**config.mk**
```make
export PLATFORM = sky130hd
export DESIGN_NAME = qmeas_frontend
export DESIGN_NICKNAME = d
export VERILOG_FILES = /design/src/rtl/qmeas_pkg.sv /design/src/rtl/qmeas_averager.sv /design/src/rtl/qmeas_frontend.sv
export SDC_FILE = /design/constraint.sdc
export NUM_CORES = 1
export LEC_CHECK = 0
export ABC_AREA = 1
export BUFFER_PORTS_ARGS = -buffer_cell sky130_fd_sc_hd__buf_2
export CORE_UTILIZATION = 40
export DETAILED_ROUTE_END_ITERATION = 7
export PLACE_DENSITY = 0.66
export SLEW_MARGIN = 30
export SYNTH_ARGS = -nofsm -noshare
export SYNTH_HDL_FRONTEND = slang
export SYNTH_HIERARCHICAL = 1
export SYNTH_SLANG_ARGS = --single-unit
```
**constraint.sdc**
```tcl
create_clock -name clk -period 2.1 [get_ports clk]
set_clock_uncertainty 0.15 [all_clocks]
set_input_delay 0.105 -clock clk [delete_from_list [all_inputs] [get_ports clk]]
set_output_delay 0.105 -clock clk [all_outputs]
set_load 0.02 [all_outputs]
```
**src/rtl/qmeas_pkg.sv**
```systemverilog
// Shared types and helpers for the measurement front-end.
package qmeas_pkg;

    // Measurement sequencer states.
    typedef enum logic [2:0] {
        S_IDLE,
        S_LOAD,
        S_SETTLE,
        S_START,
        S_WAIT,
        S_DONE
    } state_t;

    // Default accumulator width: sum of 2**AVG_LOG2 samples never overflows.
    localparam int ACC_W_DEFAULT = 10 + 2;

    // Accumulator width for a given sample width and averaging depth.
    function automatic int acc_width(input int bus_width, input int avg_log2);
        return bus_width + avg_log2;
    endfunction

    // Cycles from req-sampled cycle to ready when the ADC answers lat cycles after start.
    function automatic int ready_latency(input int settle, input int avg_log2, input int lat);
        return 2 + settle + (1 << avg_log2) * (lat + 1);
    endfunction

endpackage

```
**src/rtl/qmeas_averager.sv**
```systemverilog
// Accumulates ADC samples and produces their truncated mean.
module qmeas_averager
    import qmeas_pkg::*;
#(
    parameter int BUS_WIDTH = 10,
    parameter int AVG_LOG2  = 2
) (
    input  logic                 i_clk,
    input  logic                 i_rst_n,
    input  logic                 i_clear,
    input  logic                 i_add,
    input  logic [BUS_WIDTH-1:0] i_data,
    output logic                 o_last,
    output logic [BUS_WIDTH-1:0] o_mean
);
    localparam int ACC_W = acc_width(BUS_WIDTH, AVG_LOG2);
    localparam int CNT_W = AVG_LOG2 + 1;
    localparam logic [CNT_W-1:0] LAST_IDX = CNT_W'((1 << AVG_LOG2) - 1);

    logic [ACC_W-1:0] r_acc;
    logic [CNT_W-1:0] r_cnt;
    logic [ACC_W-1:0] w_sum;

    // Mean is taken from the sum including the sample arriving this cycle.
    assign w_sum  = r_acc + ACC_W'(i_data);
    assign o_mean = w_sum[ACC_W-1:AVG_LOG2];
    assign o_last = (r_cnt == LAST_IDX);

    // Accumulator and sample counter; clear wins over add.
    always_ff @(posedge i_clk or negedge i_rst_n) begin
        if (!i_rst_n) begin
            r_acc <= '0;
            r_cnt <= '0;
        end else if (i_clear) begin
            r_acc <= '0;
            r_cnt <= '0;
        end else if (i_add) begin
            r_acc <= w_sum;
            r_cnt <= r_cnt + 1'b1;
        end
    end

endmodule

```
**src/rtl/qmeas_frontend.sv**
```systemverilog
// DAC load, settle, N-sample ADC average, ready pulse; timeout on a silent ADC.
module qmeas_frontend
    import qmeas_pkg::*;
#(
    parameter int BUS_WIDTH     = 10,
    parameter int SETTLE_CYCLES = 16,
    parameter int AVG_LOG2      = 2,
    parameter int ADC_TIMEOUT   = 64
) (
    input  logic                 clk,
    input  logic                 rst,
    input  logic                 req,
    input  logic [BUS_WIDTH-1:0] i_ref,
    output logic [BUS_WIDTH-1:0] dac_code,
    output logic                 dac_load,
    output logic                 adc_start,
    input  logic [BUS_WIDTH-1:0] adc_data,
    input  logic                 adc_valid,
    output logic [BUS_WIDTH-1:0] q_measured,
    output logic                 ready,
    output logic                 busy,
    output logic                 timeout_err
);
    localparam int SET_W = $clog2(SETTLE_CYCLES + 1);
    localparam int TMO_W = $clog2(ADC_TIMEOUT + 1);

    state_t               r_state, w_next;
    logic [SET_W-1:0]     r_settle;
    logic [TMO_W-1:0]     r_tmo;
    logic [BUS_WIDTH-1:0] r_dac, r_q;
    logic                 r_load, r_start, r_ready, r_busy, r_terr;
    logic                 w_clear, w_add, w_last, w_tmo_hit;
    logic [BUS_WIDTH-1:0] w_mean;

    assign w_clear   = (r_state == S_IDLE) && req;
    assign w_add     = (r_state == S_WAIT) && adc_valid;
    // A sample arriving on the final wait cycle takes priority over the timeout.
    assign w_tmo_hit = (r_state == S_WAIT) && !adc_valid &&
                       (r_tmo == TMO_W'(ADC_TIMEOUT - 1));

    qmeas_averager #(.BUS_WIDTH(BUS_WIDTH), .AVG_LOG2(AVG_LOG2)) u_avg (
        .i_clk   (clk),
        .i_rst_n (rst),
        .i_clear (w_clear),
        .i_add   (w_add),
        .i_data  (adc_data),
        .o_last  (w_last),
        .o_mean  (w_mean)
    );

    // Next-state decode.
    always_comb begin
        w_next = r_state;
        case (r_state)
            S_IDLE:   if (req) w_next = S_LOAD;
            S_LOAD:   w_next = S_SETTLE;
            S_SETTLE: if (r_settle == '0) w_next = S_START;
            S_START:  w_next = S_WAIT;
            S_WAIT: begin
                if (adc_valid)      w_next = w_last ? S_DONE : S_START;
                else if (w_tmo_hit) w_next = S_DONE;
            end
            S_DONE:   w_next = S_IDLE;
            default:  w_next = S_IDLE;
        endcase
    end

    // State register; strobes are registered from the next state so they align with it.
    always_ff @(posedge clk or negedge rst) begin
        if (!rst) begin
            r_state <= S_IDLE;
            r_load  <= 1'b0;
            r_start <= 1'b0;
            r_ready <= 1'b0;
            r_busy  <= 1'b0;
        end else begin
            r_state <= w_next;
            r_load  <= (w_next == S_LOAD);
            r_start <= (w_next == S_START);
            r_ready <= (w_next == S_DONE);
            r_busy  <= (w_next != S_IDLE);
        end
    end

    // Datapath: captured reference, settle/timeout counters, result and error flag.
    always_ff @(posedge clk or negedge rst) begin
        if (!rst) begin
            r_dac    <= '0;
            r_q      <= '0;
            r_settle <= '0;
            r_tmo    <= '0;
            r_terr   <= 1'b0;
        end else begin
            case (r_state)
                S_IDLE: if (req) begin
                    r_dac  <= i_ref;
                    r_terr <= 1'b0;
                end
                S_LOAD:   r_settle <= SET_W'(SETTLE_CYCLES - 1);
                S_SETTLE: if (r_settle != '0) r_settle <= r_settle - 1'b1;
                S_START:  r_tmo <= '0;
                S_WAIT: begin
                    if (adc_valid) begin
                        if (w_last) r_q <= w_mean;
                    end else begin
                        r_tmo <= r_tmo + 1'b1;
                        if (w_tmo_hit) r_terr <= 1'b1;
                    end
                end
                default: ;
            endcase
        end
    end

    assign dac_code    = r_dac;
    assign dac_load    = r_load;
    assign adc_start   = r_start;
    assign q_measured  = r_q;
    assign ready       = r_ready;
    assign busy        = r_busy;
    assign timeout_err = r_terr;

endmodule

```
After elaboration in Yosys (flattened, before gate mapping)
Index checks and enable logic that the tools add are counted.
- register bits after elaboration: 55
- bits in latches: 0
- RAM bits: 0
- bits in read-only memories: 0
- input port bits: 24
- output and inout bits: 25
- word-level logic and storage cells: 65
- memories kept: 0
- add/subtract/negate cells: 4
- $mul: 0
- divide/modulo/power cells: 0
- $lt $le $gt $ge: 0
- eq/ne operators: 13
- shift operators: 0
- muxes and demuxes: 18
- bitwise logic cells: 0
- reduce and logical (&&, ||, !) cells: 18
- operator list (cell ; number):
    $mux W12 ; 2
    $mux W3 ; 7
    $pmux W3 S5 ; 1
    $pmux W7 S2 ; 1
    $add A12 B10 Y12 ; 1
    $eq A3 B2 Y1 const B ; 4
    $pmux W5 S2 ; 1
    $ne A2 B2 Y1 const B ; 4
    $reduce_bool A2 Y1 ; 4
    $add A7 B1 Y7 const B ; 1
    $eq A7 B6 Y1 const B ; 1
    $mux W7 ; 1
    $eq A3 B1 Y1 const B ; 2
    $eq A3 B3 Y1 const B ; 2
    $reduce_and A2 Y1 ; 3
    $logic_not A5 Y1 ; 1
    $mux W5 ; 1
    $reduce_bool A5 Y1 ; 1
    $sub A5 B1 Y5 const B ; 1
    $logic_and A1 B1 Y1 ; 4
    $reduce_and A4 Y1 ; 1
    $add A3 B1 Y3 const B ; 1
    $logic_not A3 Y1 ; 1
    $mux W1 ; 3
    4 further kinds ; 4

Longest topological paths before layout
Gate-level depths: netlist of the first run.
- word-level depth: 7
- gate-level depth with buffers: 11
- mapped depth without buffers: 11

By module
Netlist of the first run, hierarchy kept.
- by module, submodules not included (module ; times used ; cells each ; area an instance (um2) ; seq. area each (um2)):
    qmeas_frontend ; 1 ; 225 ; 1841.8 ; 1001.0
    qmeas_averager ; 1 ; 177 ; 1241.2 ; 375.4

Worst setup path after synthesis of the first run
OpenSTA, ideal clock, no wires.
- kind: reg-to-reg
- start: register u_avg.r_acc[0]
- end: register r_q[4], in the netlist q_measured[4]
- setup time: 117 ps
- data arrival time: 1575 ps
- data required time: 1833 ps
- setup slack: 258 ps
- cell stages (with the launch flop): 11
- path buffers: 0
- period minus slack after synthesis: 1842 ps
- cell sequence: dfrtp_1 -> ha_1 -> inv_1 -> fa_1 -> nor2_1 -> nor2_2 -> o21ai_2 -> nand2_1 -> and2_1 -> nand2_1 -> nand2_1
- cells in the longest elaborated chain, start to end: 1
- ends and longest elaborated chain (element ; RTL line ; text):
    start: declaration ; qmeas_averager.sv:20 ; logic [ACC_W-1:0] r_acc;
    start signal: assignment ; qmeas_averager.sv:38 ; r_acc <= w_sum;
    $add A12 B10 Y12 ; qmeas_averager.sv:25 ; assign w_sum = r_acc + ACC_W'(i_data);
    net w_mean[4] ; qmeas_frontend.sv:33 ; logic [BUS_WIDTH-1:0] w_mean;
    end signal: assignment ; qmeas_frontend.sv:104 ; if (w_last) r_q <= w_mean;
    end: declaration ; qmeas_frontend.sv:30 ; logic [BUS_WIDTH-1:0] r_dac, r_q;
The timed path passes the listed nets, and every way through them passes these cells.
A chain may end at the register's enable or synchronous reset.

Worst setup path after layout of the first run
- start: input port adc_data[0]
- end: register r_q[6], in the netlist q_measured[6]
- cells in the longest elaborated chain, start to end: 1
- ends and longest elaborated chain (element ; RTL line ; text):
    start: declaration ; qmeas_frontend.sv:17 ; input logic [BUS_WIDTH-1:0] adc_data,
    $add A12 B10 Y12 ; qmeas_averager.sv:25 ;
    net w_mean[6] ; qmeas_frontend.sv:33 ;
The timed path passes the listed nets, and every way through them passes these cells.

==> qor.txt, run 1 <==
=========================================================================================
Fraction of the mapped netlist area in adder cells .........................        6.74%
Post-synthesis net count ...................................................          442
Post-synthesis mux area share ..............................................           0%
Residual DRC ...............................................................            0
Number of antenna cells inserted ...........................................            0
Top post-synthesis cells by area ........................................... dfrtp_1, nand2_1, inv_1, ha_1, nand3_1
Min Clock Period, post-route ...............................................      1970 ps
Maximum fanout along the worst path ........................................            3
Area added between synthesis and finish ....................................        20.6%
Worst voltage drop across the vdd grid .....................................   0.000466 V
TritonCTS clock tree .......................................................          yes
Number of ports placed on the die boundary .................................           49
DRT iter0 DRCs .............................................................          100
Reported leakage power .....................................................   0.00211 uW
Share of cells above drive strength 1 ......................................        18.7%
Summed instance area of the synthesized netlist ............................ 0.00308 sq mm
Count of unique library cells instantiated by Yosys ........................           30
Final weighted congestion in routability-driven placement ..................        0.849
Crit Path Class ............................................................       in2reg
Max_slew headroom ..........................................................        58.4%
Worst path arrival time ....................................................      2020 ps
Count of buffers inserted at the top-level ports ...........................           48
Worst-case hold slack ......................................................      63.1 ps
Xor/xnor share of the synthesized area .....................................        1.66%
Routed length per instance ................................................. 11.3 microns
Total overflow reported by the global router ...............................            0
Vias in the first global route .............................................         2630
Sequential fraction of the synthesis area ..................................        44.6%
Top cell type's share of synthesized area ..................................        44.6%
Worst min-delay path category ..............................................       in2reg
Largest family of logic cells by synthesized area .......................... simple AND/OR/NAND/NOR gates
Cell type with the highest aggregate area in the netlist ...................      dfrtp_1
Unrepaired setup endpoints after global routing ............................        false
Initial antenna violation count ............................................            0
Fin util ...................................................................        50.4%
Total of flip-flops plus latches after synthesis ...........................           55
Total number of nets in the final design ...................................          514
Sinks on the clock net .....................................................           55
Kind of end point of the critical path .....................................     register
Die Footprint .............................................................. 0.00806 sq mm
Maximum number of pins on one net before global-route repair ...............           33
Global-route wire length before repair ..................................... 11600 microns
Startpoint type of the worst setup path ....................................   input port
Proportion of register bits with asynchronous set or reset after synthesis .         100%
Main synth FF type .........................................................      dfrtp_1
Detailed-routing iteration count for the pre-antenna-repair pass ...........            4
Core region area ........................................................... 0.00737 sq mm
Vias per cell ..............................................................         4.68
Global-route usage over all layers .........................................        17.3%
Final period utilization ...................................................        93.7%
Detailed-placement wirelength estimate ..................................... 4930 microns
Insertion delay of the later-clocked pin in the worst-skew pair ............       310 ps
Chip height ................................................................ 89.8 microns
Number of buffers inserted during clock tree synthesis .....................            5
Number of vias after detailed routing ......................................         2689
Most repeated cell in the gate-level netlist after synthesis ...............      nand2_1
Routed wire length ......................................................... 6500 microns
Residual antenna-violating net count after detailed routing ................            0
Cell row count .............................................................           31
Ratio of total power to cell area .......................................... 1070 mW/mm^2
# setup viols final ........................................................            0
# Post-CTS Setup Buffers ...................................................            0
Area fraction in compound gates after synthesis ............................        5.19%
Initial core utilization ...................................................        41.8%
Mean area per synthesized cell .............................................   7.67 sq um
Req. time, crit path .......................................................      2160 ps
Maximum clock frequency ....................................................      508 MHz
Most common library cells after synthesis .................................. nand2_1, dfrtp_1, inv_1, nor2_1, nand3_1
Final count of pins violating max slew .....................................            0
Accumulated negative setup slack ...........................................         0 ps
Total number of yosys warnings .............................................            6
Total number of H-tree levels ..............................................            2
Cell chosen for the clock root .............................................     clkbuf_8
Clock transition at the registers of the reported paths ....................       100 ps
Result of the run .......................................................... complete, no violations
Filler cell count in the final layout ......................................          741
Maximum root-to-sink buffer count ..........................................            2
Number of max-cap violations ...............................................            0
Final count of hold timing violations ......................................            0
X dimension of the die ..................................................... 89.8 microns
Cells after synthesis ......................................................          402
Measured slew at the worst slew-check pin ..................................       623 ps
Number of synthesized flops with an enable pin .............................            0
Simple-gate share of the synthesized area ..................................        33.9%
=========================================================================================
## worst max-delay path: stages
cell and delay [ps]:
dlygate4sd3_1 520, buf_2 100, ha_2 190, inv_1 60
fa_2 370, nor2_2 150, o21ai_0 140, nand2_1 100
nand2_1 60, and2_1 140, nand2_1 60, nand2_1 40
## timing repair
item,in CTS,in global routing
gates resized for setup,0,3
hold buffers,13,0
setup endpoints to repair,0,2
endpoints found under the hold margin,35,0
## final timing paths
check	start	endpoint	slack, ps	depth (start not counted)
setup / recovery	adc_data[0]	q_measured[6]	130	12
hold / removal	adc_valid	r_state[0]	60	5
setup reg to reg	u_avg/r_acc[0]	q_measured[6]	170	10
hold reg to reg	q_measured[2]	q_measured[2]	330	2
max in group asynchronous	rst	u_avg/r_acc[10]	1060	3
min in group asynchronous	rst	r_tmo[5]	160	2
## per-stage QoR
step	area [sq um]	cells	setup WS, ps	total power (uW)
after global routing	3720	574	18.2	4330
after global placement	3490	553	113	3330
after floorplan	3080	402	258	2890
after CTS	3710	574	33.9	4010
final	3720	574	132	3990
after detailed placement	3490	553	66.0	3380
## per-layer routing
| layer | vias to the layer above | GRT usage, % | share of wire, % |
|---|---|---|---|
| li1 | 1395 | - | - |
| met1 | 1242 | 22.7 | 49 |
| met2 | 48 | 30.1 | 48 |
| met3 | 4 | 2.96 | 3.2 |
| met4 | 0 | 3.69 | 0.62 |
| met5 | - | 0 | 0 |
## placed cells by master, fill, tap and decap left out
| master | synthesis | layout |
|---|---|---|
| xor2_2 | 1 | 1 |
| nand3b_1 | 2 | 2 |
| dfrtp_1 | 55 | 55 |
| a21oi_1 | 6 | 6 |
| nand4_1 | 8 | 8 |
| nand2_4 | 2 | 2 |
| or2_1 | 2 | 2 |
| o21ai_0 | 12 | 12 |
| a21boi_0 | 1 | 1 |
| nand2_2 | 5 | 5 |
| nand2_1 | 157 | 157 |
| o22ai_1 | 2 | 2 |
| buf_2 | 2 | 48 |
| a22o_1 | 3 | 3 |
| clkbuf_1 | 0 | 1 |
| dlygate4sd3_1 | 0 | 13 |
| inv_1 | 51 | 51 |
| nor2_4 | 3 | 3 |
| o21a_1 | 1 | 1 |
| nand3_1 | 24 | 24 |
| ha_2 | 0 | 1 |
| ha_1 | 15 | 14 |
| fa_2 | 0 | 1 |
| nand3_2 | 2 | 2 |
| inv_2 | 5 | 5 |
| buf_4 | 0 | 7 |
| xnor2_1 | 3 | 3 |
| xor2_1 | 1 | 1 |
| and2_1 | 6 | 6 |
| o21ai_2 | 1 | 1 |
| nor2_1 | 25 | 23 |
| buf_12 | 0 | 1 |
| clkbuf_8 | 0 | 5 |
| nor2_2 | 3 | 5 |
| o211ai_1 | 1 | 1 |
| clkinv_4 | 0 | 2 |
## final cells by class
cell class / instances / area (sq um) / area share [%]
Sequential cell: 55 / 1380 / 37.0
Multi-Input combinational cell: 287 / 1470 / 39.6
Tap cell: 99 / 124 / 3.33
Clock inverter: 2 / 17.5 / 0.471
Inverter: 56 / 210 / 5.65
Clock buffer: 6 / 72.6 / 1.95
Timing Repair Buffer: 69 / 443 / 11.9
## registers in the layout (all words and copies together) (netlist names)
name	cells
timeout_err	1
busy	1
r_state	3
u_avg/r_cnt	3
q_measured	10
u_avg/r_acc	12
ready	1
adc_start	1
r_settle	5
dac_load	1
dac_code	10
r_tmo	7
## kinds of logic (layout without fill, tap and decap cells)
logic type | after synthesis | count (layout)
and+or+nand+nor | 239 | 239
xor gates and xnor gates | 5 | 5
DFF | 55 | 55
adders and majority gates | 16 | 16
AOI/OAI and AO/OA | 27 | 27
buffers and inverters | 60 | 133
## power breakdown
part           switching, uW  internal [uW]  total, uW
clock                    364            241        605
sequential               168           1340       1510
combinational           1200            679       1880
(Power assumes the default switching activity.)
==> inputs of run 2 (changes only) <==
--- a/config.mk
+++ b/config.mk
@@ -7,9 +7,12 @@
 export LEC_CHECK = 0
 export ABC_AREA = 1
 export BUFFER_PORTS_ARGS = -buffer_cell sky130_fd_sc_hd__buf_2
+export CELL_PAD_IN_SITES_DETAIL_PLACEMENT = 1
+export CELL_PAD_IN_SITES_GLOBAL_PLACEMENT = 1
 export CORE_UTILIZATION = 40
 export DETAILED_ROUTE_END_ITERATION = 7
-export PLACE_DENSITY = 0.66
+export GPL_TIMING_DRIVEN = 0
+export PLACE_DENSITY = 0.83
 export SLEW_MARGIN = 30
 export SYNTH_ARGS = -nofsm -noshare
 export SYNTH_HDL_FRONTEND = slang
==> qor.txt, run 2 (synthesis gave the netlist of run 1 again) <==
=====================================================================================
Cell chosen for the clock root .........................................     clkbuf_8
Final period utilization ...............................................        93.3%
Number of ports placed on the die boundary .............................           49
Vias in the first global route .........................................         3004
Routed wire length ..................................................... 7750 microns
Total overflow reported by the global router ...........................            0
Worst min-delay path category ..........................................       in2reg
Global-route usage over all layers .....................................        21.3%
Insertion delay of the later-clocked pin in the worst-skew pair ........       320 ps
Maximum clock frequency ................................................      510 MHz
Cell row count .........................................................           31
Total number of H-tree levels ..........................................            2
Core region area ....................................................... 0.00737 sq mm
Worst path arrival time ................................................      2040 ps
Final weighted congestion in routability-driven placement ..............        0.835
Ratio of total power to cell area ...................................... 1110 mW/mm^2
Internal ...............................................................      2260 uW
Comb power frac ........................................................        47.1%
Detailed-routing iteration count for the pre-antenna-repair pass .......            4
Final count of pins violating max slew .................................            0
Req. time, crit path ...................................................      2180 ps
Min Clock Period, post-route ...........................................      1960 ps
Chip height ............................................................ 89.8 microns
Number of antenna cells inserted .......................................            0
Master of the slowest instance on the critical path ....................      dfrtp_1
Sinks on the clock net .................................................           55
Crit Path Class ........................................................      reg2reg
Max_slew headroom ......................................................        52.5%
# setup viols final ....................................................            0
Slowest cell delay on critical path ....................................       370 ps
Final count of hold timing violations ..................................            0
Die Footprint .......................................................... 0.00806 sq mm
Maximum fanout along the worst path ....................................            3
Area added between synthesis and finish ................................        19.6%
Area used by multi-input combinational logic ........................... 0.00147 sq mm
Register bank with the most flops ......................................  u_avg/r_acc
Accumulated negative setup slack .......................................         0 ps
Share of total power consumed by net switching .........................        44.6%
Initial antenna violation count ........................................            0
Total cell area at the placement stage ................................. 0.00345 sq mm
Area of all placed cells without fillers ............................... 0.00369 sq mm
Part of the total power dissipated in sequential elements ..............        37.5%
Startpoint type of the worst setup path ................................     register
Number of vias after detailed routing ..................................         2744
Filler cell count in the final layout ..................................          937
Footprint of the flip-flops and latches ................................ 0.00138 sq mm
Maximum number of pins on one net before global-route repair ...........           56
Global-route wire length before repair ................................. 13800 microns
Unrepaired setup endpoints after global routing ........................        false
DRT iter0 DRCs .........................................................           80
Most frequent standard cell in the layout excluding fill and tap cells .      nand2_1
X dimension of the die ................................................. 89.8 microns
Vias per cell ..........................................................         4.81
Cell chain of the critical path ........................................ ha_2 -> inv_1 -> fa_2 -> nor2_2 -> nor2_2 -> o21ai_2 -> nand2_1 -> and2_1 -> nand2_1 -> nand2_1
Kind of end point of the critical path .................................     register
Count of buffers inserted at the top-level ports .......................           48
Number of max-cap violations ...........................................            0
Residual antenna-violating net count after detailed routing ............            0
Flop-to-flop setup slack ...............................................       140 ps
Number of buffers inserted during clock tree synthesis .................            5
Share of cells above drive strength 1 ..................................        18.3%
Routed length per instance ............................................. 13.6 microns
Clock transition at the registers of the reported paths ................       110 ps
Measured slew at the worst slew-check pin ..............................       712 ps
TritonCTS clock tree ...................................................          yes
Flip-flop count of the largest register after layout ...................           12
Detailed-placement wirelength estimate ................................. 5670 microns
Reported leakage power .................................................   0.00208 uW
Worst voltage drop across the vdd grid .................................   0.000402 V
Most frequent cells in the layout ...................................... nand2_1, dfrtp_1, inv_1
Initial core utilization ...............................................        41.8%
Residual DRC ...........................................................            0
Result of the run ...................................................... complete, no violations
Critical Path Most Common Cell .........................................      nand2_1
Maximum root-to-sink buffer count ......................................            2
Proportion of power drawn by the clock network .........................        15.5%
Total number of nets in the final design ...............................          510
Power dissipated by switching net loads ................................      1820 uW
=====================================================================================
## run 2: metal layers
metal | GRT usage [%] | up-vias | routed length, microns
li1 | - | 1379 | -
met1 | 25.2 | 1328 | 3430
met2 | 39.4 | 32 | 4070
met3 | 3.72 | 5 | 185
met4 | 5.46 | 0 | 63
met5 | 0 | - | 0
## run 2: stage by stage
stage                     util, %  setup slack [ps]  hold WS (ps)  instances  total power (uW)
after CTS                    49.9              5.47          28.0        570              4120
after floorplan                 -               258          -341        402              2890
final                        50.0               141          61.6        570              4080
after detailed placement     46.8              22.3          65.0        549              3430
after global placement       46.8              86.1           158        549              3320
after global routing         50.0              4.70          52.4        570              4450
## run 2: area by class of cell
cell class              count  area share (%)
clock buffers               5            1.87
well taps                  99            3.36
inverters                  56            5.70
clock inverters             3           0.747
multi-input cells         287            40.0
flip-flops and latches     55            37.3
repair buffers             61            10.1
plain buffers               4           0.883
## run 2: power groups by stage
stage / logic [uW] / registers, uW / clock network [uW]
after floorplan: 1220 / 1660 / 0
after global placement: 1790 / 1530 / 0
after detailed placement: 1880 / 1550 / 0
after CTS: 1920 / 1520 / 671
after global routing: 2180 / 1560 / 705
final: 1920 / 1530 / 630
## run 2: critical path: cells and delay by family (launching register included)
family                   cells  cell delay (ps)
buffers and inverters        1               60
adder cells (fa/ha/maj)      2              580
flip-flops                   1              370
AO/OA/AOI/OAI                1              140
AND/OR/NAND/NOR              6              570
## run 2: final timing paths
kind	from	end	depth (start not counted)
worst max-delay path	u_avg/r_acc[0]	q_measured[4]	10
worst min-delay path	adc_valid	r_state[0]	5
worst max register to register	u_avg/r_acc[0]	q_measured[4]	10
worst min register to register	q_measured[1]	q_measured[1]	2
max in group asynchronous	rst	u_avg/r_acc[7]	2
min in group asynchronous	rst	timeout_err	2
## run 2: repair_timing
action	CTS	global route
hold endpoints to repair	67	0
endpoints found under the setup margin	0	4
setup buffers	0	0
hold buffers	13	0
gates resized for setup	0	4
==> inputs of run 3 (changes only) <==
--- a/config.mk
+++ b/config.mk
@@ -9,6 +9,7 @@
 export BUFFER_PORTS_ARGS = -buffer_cell sky130_fd_sc_hd__buf_2
 export CELL_PAD_IN_SITES_DETAIL_PLACEMENT = 1
 export CELL_PAD_IN_SITES_GLOBAL_PLACEMENT = 1
+export CORE_MARGIN = 8
 export CORE_UTILIZATION = 40
 export DETAILED_ROUTE_END_ITERATION = 7
 export GPL_TIMING_DRIVEN = 0
==> qor.txt, run 3 (synthesis gave the netlist of run 1 again) <==
=====================================================================================
Result of the run ...................................................... complete, no violations
Ratio of total power to cell area ...................................... 1110 mW/mm^2
Maximum number of pins on one net before global-route repair ...........           56
Insertion delay of the later-clocked pin in the worst-skew pair ........       320 ps
Filler cell count in the final layout ..................................          978
Clock transition at the registers of the reported paths ................       100 ps
Cell chosen for the clock root .........................................     clkbuf_8
Vias in the first global route .........................................         3138
Sinks on the clock net .................................................           55
Routed wire length ..................................................... 8420 microns
Core region area ....................................................... 0.00761 sq mm
Number of antenna cells inserted .......................................            0
Final period utilization ...............................................        94.4%
Accumulated negative setup slack .......................................         0 ps
TritonCTS clock tree ...................................................          yes
Initial core utilization ...............................................        40.5%
Final weighted congestion in routability-driven placement ..............        0.837
Count of buffers inserted at the top-level ports .......................           48
Global-route wire length before repair ................................. 14800 microns
Number of vias after detailed routing ..................................         2763
Share of cells above drive strength 1 ..................................        18.4%
# setup viols final ....................................................            0
Most frequent cells in the layout ...................................... nand2_1, dfrtp_1, inv_1
Req. time, crit path ...................................................      2170 ps
Min Clock Period, post-route ...........................................      1980 ps
Cell row count .........................................................           32
Maximum clock frequency ................................................      504 MHz
Startpoint type of the worst setup path ................................     register
Maximum fanout along the worst path ....................................            3
Worst voltage drop across the vdd grid .................................   0.000442 V
Fin util ...............................................................        48.7%
Measured slew at the worst slew-check pin ..............................       712 ps
Initial antenna violation count ........................................            0
Total cell area at the placement stage ................................. 0.00345 sq mm
DRT iter0 DRCs .........................................................           58
Total overflow reported by the global router ...........................            0
Number of max-cap violations ...........................................            0
Reported leakage power .................................................   0.00209 uW
Global-route usage over all layers .....................................        16.2%
Maximum root-to-sink buffer count ......................................            2
Most frequent standard cell in the layout excluding fill and tap cells .      nand2_1
Kind of end point of the critical path .................................     register
Area of all placed cells without fillers ............................... 0.00370 sq mm
Chip height ............................................................  104 microns
Total number of H-tree levels ..........................................            2
Residual DRC ...........................................................            0
Detailed-placement wirelength estimate ................................. 6270 microns
Area used by multi-input combinational logic ........................... 0.00148 sq mm
Max_slew headroom ......................................................        52.6%
Worst min-delay path category ..........................................       in2reg
Worst path arrival time ................................................      2050 ps
Footprint of the flip-flops and latches ................................ 0.00138 sq mm
Final count of pins violating max slew .................................            0
Die Footprint .......................................................... 0.0108 sq mm
Final count of hold timing violations ..................................            0
Register bank with the most flops ......................................  u_avg/r_acc
Number of buffers inserted during clock tree synthesis .................            5
Flip-flop count of the largest register after layout ...................           12
Detailed-routing iteration count for the pre-antenna-repair pass .......            4
X dimension of the die .................................................  104 microns
Residual antenna-violating net count after detailed routing ............            0
Crit Path Class ........................................................      reg2reg
Area added between synthesis and finish ................................        20.1%
Total number of nets in the final design ...............................          511
Vias per cell ..........................................................         4.81
Routed length per instance ............................................. 14.7 microns
Number of ports placed on the die boundary .............................           49
=====================================================================================
==> run 3: cell types whose count changed in the layout (fill, tap and decap cells not counted) <==
| cell | previous run | this run |
|---|---|---|
| buf_2 | 49 | 48 |
| buf_4 | 1 | 2 |
| clkbuf_4 | 0 | 1 |
| clkinv_4 | 1 | 2 |
| inv_8 | 1 | 0 |
| nor2_2 | 5 | 4 |
| nor2_4 | 3 | 4 |
==> run 3: final cells by class <==
class | count | area share [%]
multi-input combinational | 287 | 39.9
sequential | 55 | 37.2
timing repair buffer | 62 | 10.3
inverter | 56 | 5.68
tap | 102 | 3.45
clock buffer | 5 | 1.86
buffer | 4 | 0.946
clock inverter | 3 | 0.676
==> run 3: metrics by stage <==
stage	total power [uW]	instances	hold slack, ps	worst slack (ps)
after floorplan	2890	402	-341	258
after detailed placement	3460	552	65.7	-8.74
final	4110	574	50.6	118
after global routing	4470	574	116	-25.1
after CTS	4120	573	48.0	4.36
after global placement	3340	552	157	73.4
==> run 3: final timing paths <==
check | startpoint | to | slack, ps | depth (start not counted)
worst max-delay path | u_avg/r_acc[0] | q_measured[4] | 120 | 10
worst min-delay path | adc_valid | r_state[0] | 50 | 5
worst max register to register | u_avg/r_acc[0] | q_measured[4] | 120 | 10
worst min register to register | q_measured[1] | q_measured[1] | 320 | 2
max in group asynchronous | rst | u_avg/r_acc[4] | 1100 | 2
min in group asynchronous | rst | dac_code[0] | 240 | 2
==> run 3: what timing repair did <==
action / 4_1_cts / 5_1_grt
endpoints found under the setup margin: 1 / 14
resized for setup: 1 / 5
hold buffers: 13 / 0
hold endpoints to repair: 67 / 0
buffers inserted: 0 / 1
==> run 3: worst max-delay path, stage by stage, from the launching register on <==
cell and delay [ps]:
dfrtp_1 380, ha_2 210, inv_1 60, fa_2 390, nor2_4 140, nor2_2 60, o21ai_2 130, nand2_1 80
and2_1 180, nand2_1 70, nand2_1 50
==> run 3: per-layer routing <==
metal	routed length, microns	share of wire [%]	global-route usage (%)	vias up
li1	-	-	-	1381
met1	3550	42	18.6	1335
met3	251	3.0	2.79	9
met2	4500	54	30.1	38
met4	112	1.3	4.03	0
met5	0	0	0	-
==> run 3: power breakdown <==
part	total [uW]	switching, uW	internal, uW
registers	1530	189	1340
clock network	615	375	240
logic	1970	1290	683
